==> src/rtl/uart_rx_os16.sv <==
// 16x oversampling UART receiver: majority-vote bit decisions, optional parity,
// framing/break/overrun detection, one-word valid/ready holding register.
`timescale 1ns/1ps
module uart_rx_os16 #(
  parameter int unsigned rx_sys_clk = 10000000,
  parameter int unsigned baud_rate  = 9600,
  parameter int unsigned data_width = 8
) (
  input  logic                  rx_clk,
  input  logic                  rst,
  input  logic                  baud_en,
  input  logic                  parity_en,
  input  logic                  odd_r_even_parity,
  input  logic                  rx,
  input  logic                  rd_ready,
  output logic [data_width-1:0] data_out,
  output logic                  valid,
  output logic                  framing_error,
  output logic                  parity_error,
  output logic                  break_det,
  output logic                  overrun_error,
  output logic                  busy
);

  localparam int unsigned OS_DIV = rx_sys_clk / (baud_rate * 16);
  localparam int unsigned DIV_W  = (OS_DIV > 1) ? $clog2(OS_DIV) : 1;
  localparam int unsigned BIT_W  = (data_width > 1) ? $clog2(data_width) : 1;
  localparam logic [DIV_W-1:0] DIV_LAST = DIV_W'(OS_DIV - 1);
  localparam logic [BIT_W-1:0] BIT_LAST = BIT_W'(data_width - 1);

  typedef enum logic [2:0] {IDLE, START, DATA, PARITY, STOP, BRK} state_t;

  state_t                  state_q, state_d;
  logic                    rx_meta, rxs;
  logic [DIV_W-1:0]        div_cnt;
  logic                    os_tick, mid, bit_end;
  logic [3:0]              scnt;
  logic                    s7, s8, maj;
  logic [BIT_W-1:0]        bit_idx;
  logic [data_width-1:0]   shreg;
  logic                    par_bit, par_en_q, par_odd_q;
  logic                    brk_now;
  logic                    done, fe_p, pe_p, bk_p;

  always_ff @(posedge rx_clk or negedge rst) begin
    if (!rst) begin
      rx_meta <= 1'b1;
      rxs     <= 1'b1;
    end else begin
      rx_meta <= rx;
      rxs     <= rx_meta;
    end
  end

  always_ff @(posedge rx_clk or negedge rst) begin
    if (!rst)         div_cnt <= '0;
    else if (baud_en) div_cnt <= os_tick ? '0 : div_cnt + 1'b1;
  end

  assign os_tick = baud_en && (div_cnt == DIV_LAST);
  assign mid     = os_tick && (scnt == 4'd9);
  assign bit_end = os_tick && (scnt == 4'd15);
  // third vote is the live sample taken at the scnt 9 decision tick
  assign maj     = (s7 & s8) | (s7 & rxs) | (s8 & rxs);
  assign brk_now = (shreg == '0) && !(par_en_q && par_bit) && !maj;
  assign busy    = (state_q != IDLE);

  always_ff @(posedge rx_clk or negedge rst) begin
    if (!rst) state_q <= IDLE;
    else      state_q <= state_d;
  end

  always_comb begin
    state_d = state_q;
    case (state_q)
      IDLE:    if (os_tick && !rxs) state_d = START;
      START: begin
        if (mid && maj)   state_d = IDLE;
        else if (bit_end) state_d = DATA;
      end
      DATA:    if (bit_end && bit_idx == BIT_LAST) state_d = par_en_q ? PARITY : STOP;
      PARITY:  if (bit_end) state_d = STOP;
      STOP:    if (mid) state_d = brk_now ? BRK : IDLE;
      BRK:     if (os_tick && rxs) state_d = IDLE;
      default: state_d = IDLE;
    endcase
  end

  always_ff @(posedge rx_clk or negedge rst) begin
    if (!rst) begin
      scnt      <= '0;
      s7        <= 1'b1;
      s8        <= 1'b1;
      bit_idx   <= '0;
      shreg     <= '0;
      par_bit   <= 1'b0;
      par_en_q  <= 1'b0;
      par_odd_q <= 1'b0;
      done      <= 1'b0;
      fe_p      <= 1'b0;
      pe_p      <= 1'b0;
      bk_p      <= 1'b0;
    end else begin
      done <= 1'b0;
      if (state_q == IDLE)  scnt <= '0;
      else if (os_tick)     scnt <= scnt + 4'd1;
      if (os_tick && scnt == 4'd7) s7 <= rxs;
      if (os_tick && scnt == 4'd8) s8 <= rxs;
      case (state_q)
        IDLE: if (os_tick && !rxs) begin
          par_en_q  <= parity_en;
          par_odd_q <= odd_r_even_parity;
          bit_idx   <= '0;
          par_bit   <= 1'b0;
        end
        DATA: begin
          if (mid)     shreg   <= {maj, shreg[data_width-1:1]};
          if (bit_end) bit_idx <= bit_idx + 1'b1;
        end
        PARITY: if (mid) par_bit <= maj;
        STOP: if (mid) begin
          done <= 1'b1;
          fe_p <= !maj;
          pe_p <= par_en_q && ((^shreg ^ par_bit) != par_odd_q);
          bk_p <= brk_now;
        end
        default: ;
      endcase
    end
  end

  // a load in the same cycle as a handshake replaces the word rather than overrunning
  always_ff @(posedge rx_clk or negedge rst) begin
    if (!rst) begin
      data_out      <= '0;
      valid         <= 1'b0;
      framing_error <= 1'b0;
      parity_error  <= 1'b0;
      break_det     <= 1'b0;
      overrun_error <= 1'b0;
    end else if (done && (!valid || rd_ready)) begin
      data_out      <= shreg;
      valid         <= 1'b1;
      framing_error <= fe_p;
      parity_error  <= pe_p;
      break_det     <= bk_p;
      overrun_error <= overrun_error && !(valid && rd_ready);
    end else if (done) begin
      overrun_error <= 1'b1;
    end else if (valid && rd_ready) begin
      valid         <= 1'b0;
      overrun_error <= 1'b0;
    end
  end

endmodule

==> config.mk <==
export PLATFORM = sky130hd
export DESIGN_NAME = uart_rx_os16
export DESIGN_NICKNAME = d
export VERILOG_FILES = /design/src/rtl/uart_rx_os16.sv
export SDC_FILE = /design/constraint.sdc
export NUM_CORES = 1
export LEC_CHECK = 0
export BUFFER_PORTS_ARGS = -buffer_cell sky130_fd_sc_hd__buf_4
export CORE_UTILIZATION = 53
export CTS_CLUSTER_SIZE = 12
export DETAILED_ROUTE_END_ITERATION = 10
export HOLD_SLACK_MARGIN = 0.02
export PLACE_DENSITY = 0.74
export SLEW_MARGIN = 20
export SYNTH_ARGS = -nofsm -noshare
export SYNTH_HDL_FRONTEND = slang
export SYNTH_SLANG_ARGS = --single-unit
==> constraint.sdc <==
create_clock -name rx_clk -period 1.9 [get_ports rx_clk]
set_input_delay 0.19 -clock rx_clk [delete_from_list [all_inputs] [get_ports rx_clk]]
set_output_delay 0.19 -clock rx_clk [all_outputs]
set_load 0.02 [all_outputs]
==> flow_summary.toml <==
[timing]
max_slew_margin_pct = 59.4
drv_slew = 0
setup_viol = 6
worst_slew_pin_slew_ns = 0.608
fmax_ghz = 0.499
min_period_ns = 2.00
layout_setup_ws_ns = -0.104
fin_crit_sh_pct = 105
clock_skew_ns = 0.0149
rsz0062_at_grt = "yes"
tns_ns = -0.195
hold_viol = 0

[detailed_routing]
initialDrtViolationCount = 71
drt_wl_total_mm = 4.37
num_vias = 1713
drc_errors = 0
drt_first_pass_iters = 4
ant_nets = 0
wire_per_inst_um = 13.6
vias_per_cell = 5.34

[place]
io_buffers = 20
dp_hpwl_mm = 3.02
place.gp.congestion = 0.853
dpl_worst_slack_ns = -0.101
dpl-instance-area_um2 = 2650

[layout]
n_antenna_cell = 0
drive_gt1_share_pct = 30.6
synthToLayoutAreaGrowth_pct = 26.4
fin_nets = 288
design_area_um2 = 2940
utilization_pct = 71.4

[setup_path]
cp-start-kind = "flop"
critPathKind = "flop to flop"
critPathRequiredTime_ns = 2.08
critical_path.endpoint_type = "flop"
critical_path_arrival_ns = 2.18
critPathMaxFanout = 3

[pwr]
p_leak_nw = 1.39
power_w = 0.00290
power_density_nw_per_um2 = 987
peakVddDrop_uv = 551

[global_routing]
grt_pass1_wl_mm = 6.94
grt-ovfl-total = 0
track_usage_pct = 20.5
antenna_found_initial = 0
grt_pass1_vias = 1617
grt_max_degree = 50

[synth]
dominantRegCellSynth = "dfrtp_1"
seq_area_frac_synth_pct = 53.0
synth_top_cell_area_share_pct = 48.4
synth.largest_area_cell = "dfrtp_1"
synth.most_common_cell = "dfrtp_1"
netlist_top_cells_count = "45 x dfrtp_1, 35 x nand2_1, 20 x o21ai_0, 15 x inv_1, 11 x ha_1"
yosys_warnings = 0
ys_ff_latch = 49
postSynthCellCount = 219
syn_avg_cell_area_um2 = 10.6
syn_nets = 237
synth_edf_count = 0
synth.distinct_cells = 42
syn-cell-area_um2 = 2320
synth_top_cells_by_area = "dfrtp_1 48%, ha_1 5.9%, nand2_1 5.7%"
async_flop_share_pct = 100

[clock_tree]
ctsLongestPathBuffers = 2
ctsHtreeMaxLevel = 2
cts_sinks = 49
worstSkewPairLatency_ns = 0.30
cts-root-buf = "clkbuf_8"
cts_tree = "yes"
numCtsBuffers = 5
clk_pin_slew_ns = 0.09

[worst_hold_path]
hold_class = "input pin to flop"

[floorplan]
die_area_um2 = 4660
core_region_area_um2 = 4120
initial_core_util_pct = 56.5
std_cell_rows = 23
io_pins = 21
die_y_um = 68.2
die_w_um = 68.2

[run_status]
violations = "setup timing"
outcome = "finished, violations left"

[job]
max_cap_viol_count = 0
cells by family (layout without fill, tap and decap cells):
| kind of cell | after synthesis | count (layout) | share of synthesized area (%) |
|---|---|---|---|
| adder cells (fa/ha/maj) | 12 | 12 | 6.35 |
| XOR/XNOR | 12 | 12 | 4.52 |
| multiplexers | 11 | 11 | 5.22 |
| AO/OA/AOI/OAI | 37 | 37 | 9.53 |
| AND/OR/NAND/NOR | 78 | 78 | 18.0 |
| flip-flops | 49 | 49 | 53.0 |
| buffers and inverters | 20 | 72 | 3.39 |
timing repair:
| action | 4_1_cts | 5_1_grt |
|---|---|---|
| pin swaps | 6 | 2 |
| buffers inserted | 3 | 6 |
| gates resized for setup | 6 | 10 |
| hold buffers | 2 | 0 |
| gates cloned | 0 | 1 |
| endpoints found under the hold margin | 46 | 0 |
| endpoints found under the setup margin | 3 | 22 |
layer usage:
metal / vias to the layer above / track usage [%] / wire [µm]
met4: 0 / 7.03 / 55
met3: 5 / 5.00 / 118
met5: - / 0 / 0
met2: 20 / 36.0 / 2290
met1: 833 / 24.2 / 1900
li1: 855 / - / -
through the flow:
stage,cells,hold slack (ns)
finish,321,0.0534
global route,321,0.0465
CTS,314,0.0485
detailed placement,301,0.240
global placement,301,0.244
floorplan,219,-0.106
flip-flops by register name, indices dropped and copies added, names as in the netlist, 3 cells and up:
| register | count |
|---|---|
| bit_idx | 3 |
| state_q | 3 |
| div_cnt | 7 |
| data_out | 8 |
| shreg | 8 |
| scnt | 4 |
power breakdown:
part | switching, W | leakage (nW) | internal, W
clock network | 0.000342 | 0.0681 | 0.000523
logic | 0.000369 | 0.672 | 0.000416
registers | 0.000119 | 0.649 | 0.00113
total | 0.000829 | 1.39 | 0.00207
worst paths after layout:
kind	depth (start not counted)	start	endpoint	slack (ns)
max	7	div_cnt[0]$_DFFE_PN0P_	state_q[1]$_DFFE_PN0P_	-0.10
min	2	rd_ready	overrun_error$_DFFE_PN0P_	0.05
max reg2reg	7	div_cnt[0]$_DFFE_PN0P_	state_q[1]$_DFFE_PN0P_	-0.10
min reg2reg	0	rx_meta$_DFF_PN1_	rxs$_DFF_PN1_	0.36
max in group asynchronous	2	rst	state_q[0]$_DFFE_PN0P_	1.05
min in group asynchronous	2	rst	valid$_DFFE_PN0P_	0.45
critical path, stage by stage (launching register included):
cell      delay, ns
dfrtp_1        0.40
inv_2          0.08
ha_4           0.13
or3b_4         0.37
o31a_1         0.25
a211oi_2       0.18
nand2_1        0.14
o32a_1         0.31
layout by cell type, fill, tap and decap left out, types with 3 or more instances in the layout:
cell and instances:
a21oi_1 7, buf_4 42, buf_6 5, clkbuf_8 5, dfrtp_1 45, dfstp_2 4, ha_1 10, inv_1 13
mux2_2 9, nand2_1 34, nand2b_1 3, nand3_1 3, nand4_1 5, nor2_1 9, o21ai_0 19, xnor2_1 7
xor2_1 5
cell type report:
type / instances / area, µm²
Tap cell: 50 / 62.6
Multi-Input combinational cell: 150 / 1060
Timing Repair Buffer: 49 / 392
Inverter: 15 / 56.3
Clock inverter: 3 / 65.1
Fill cell: 313 / 1180
Clock buffer: 5 / 68.8
Sequential cell: 49 / 1230
Note: power is estimated with default switching activity, not from simulation.
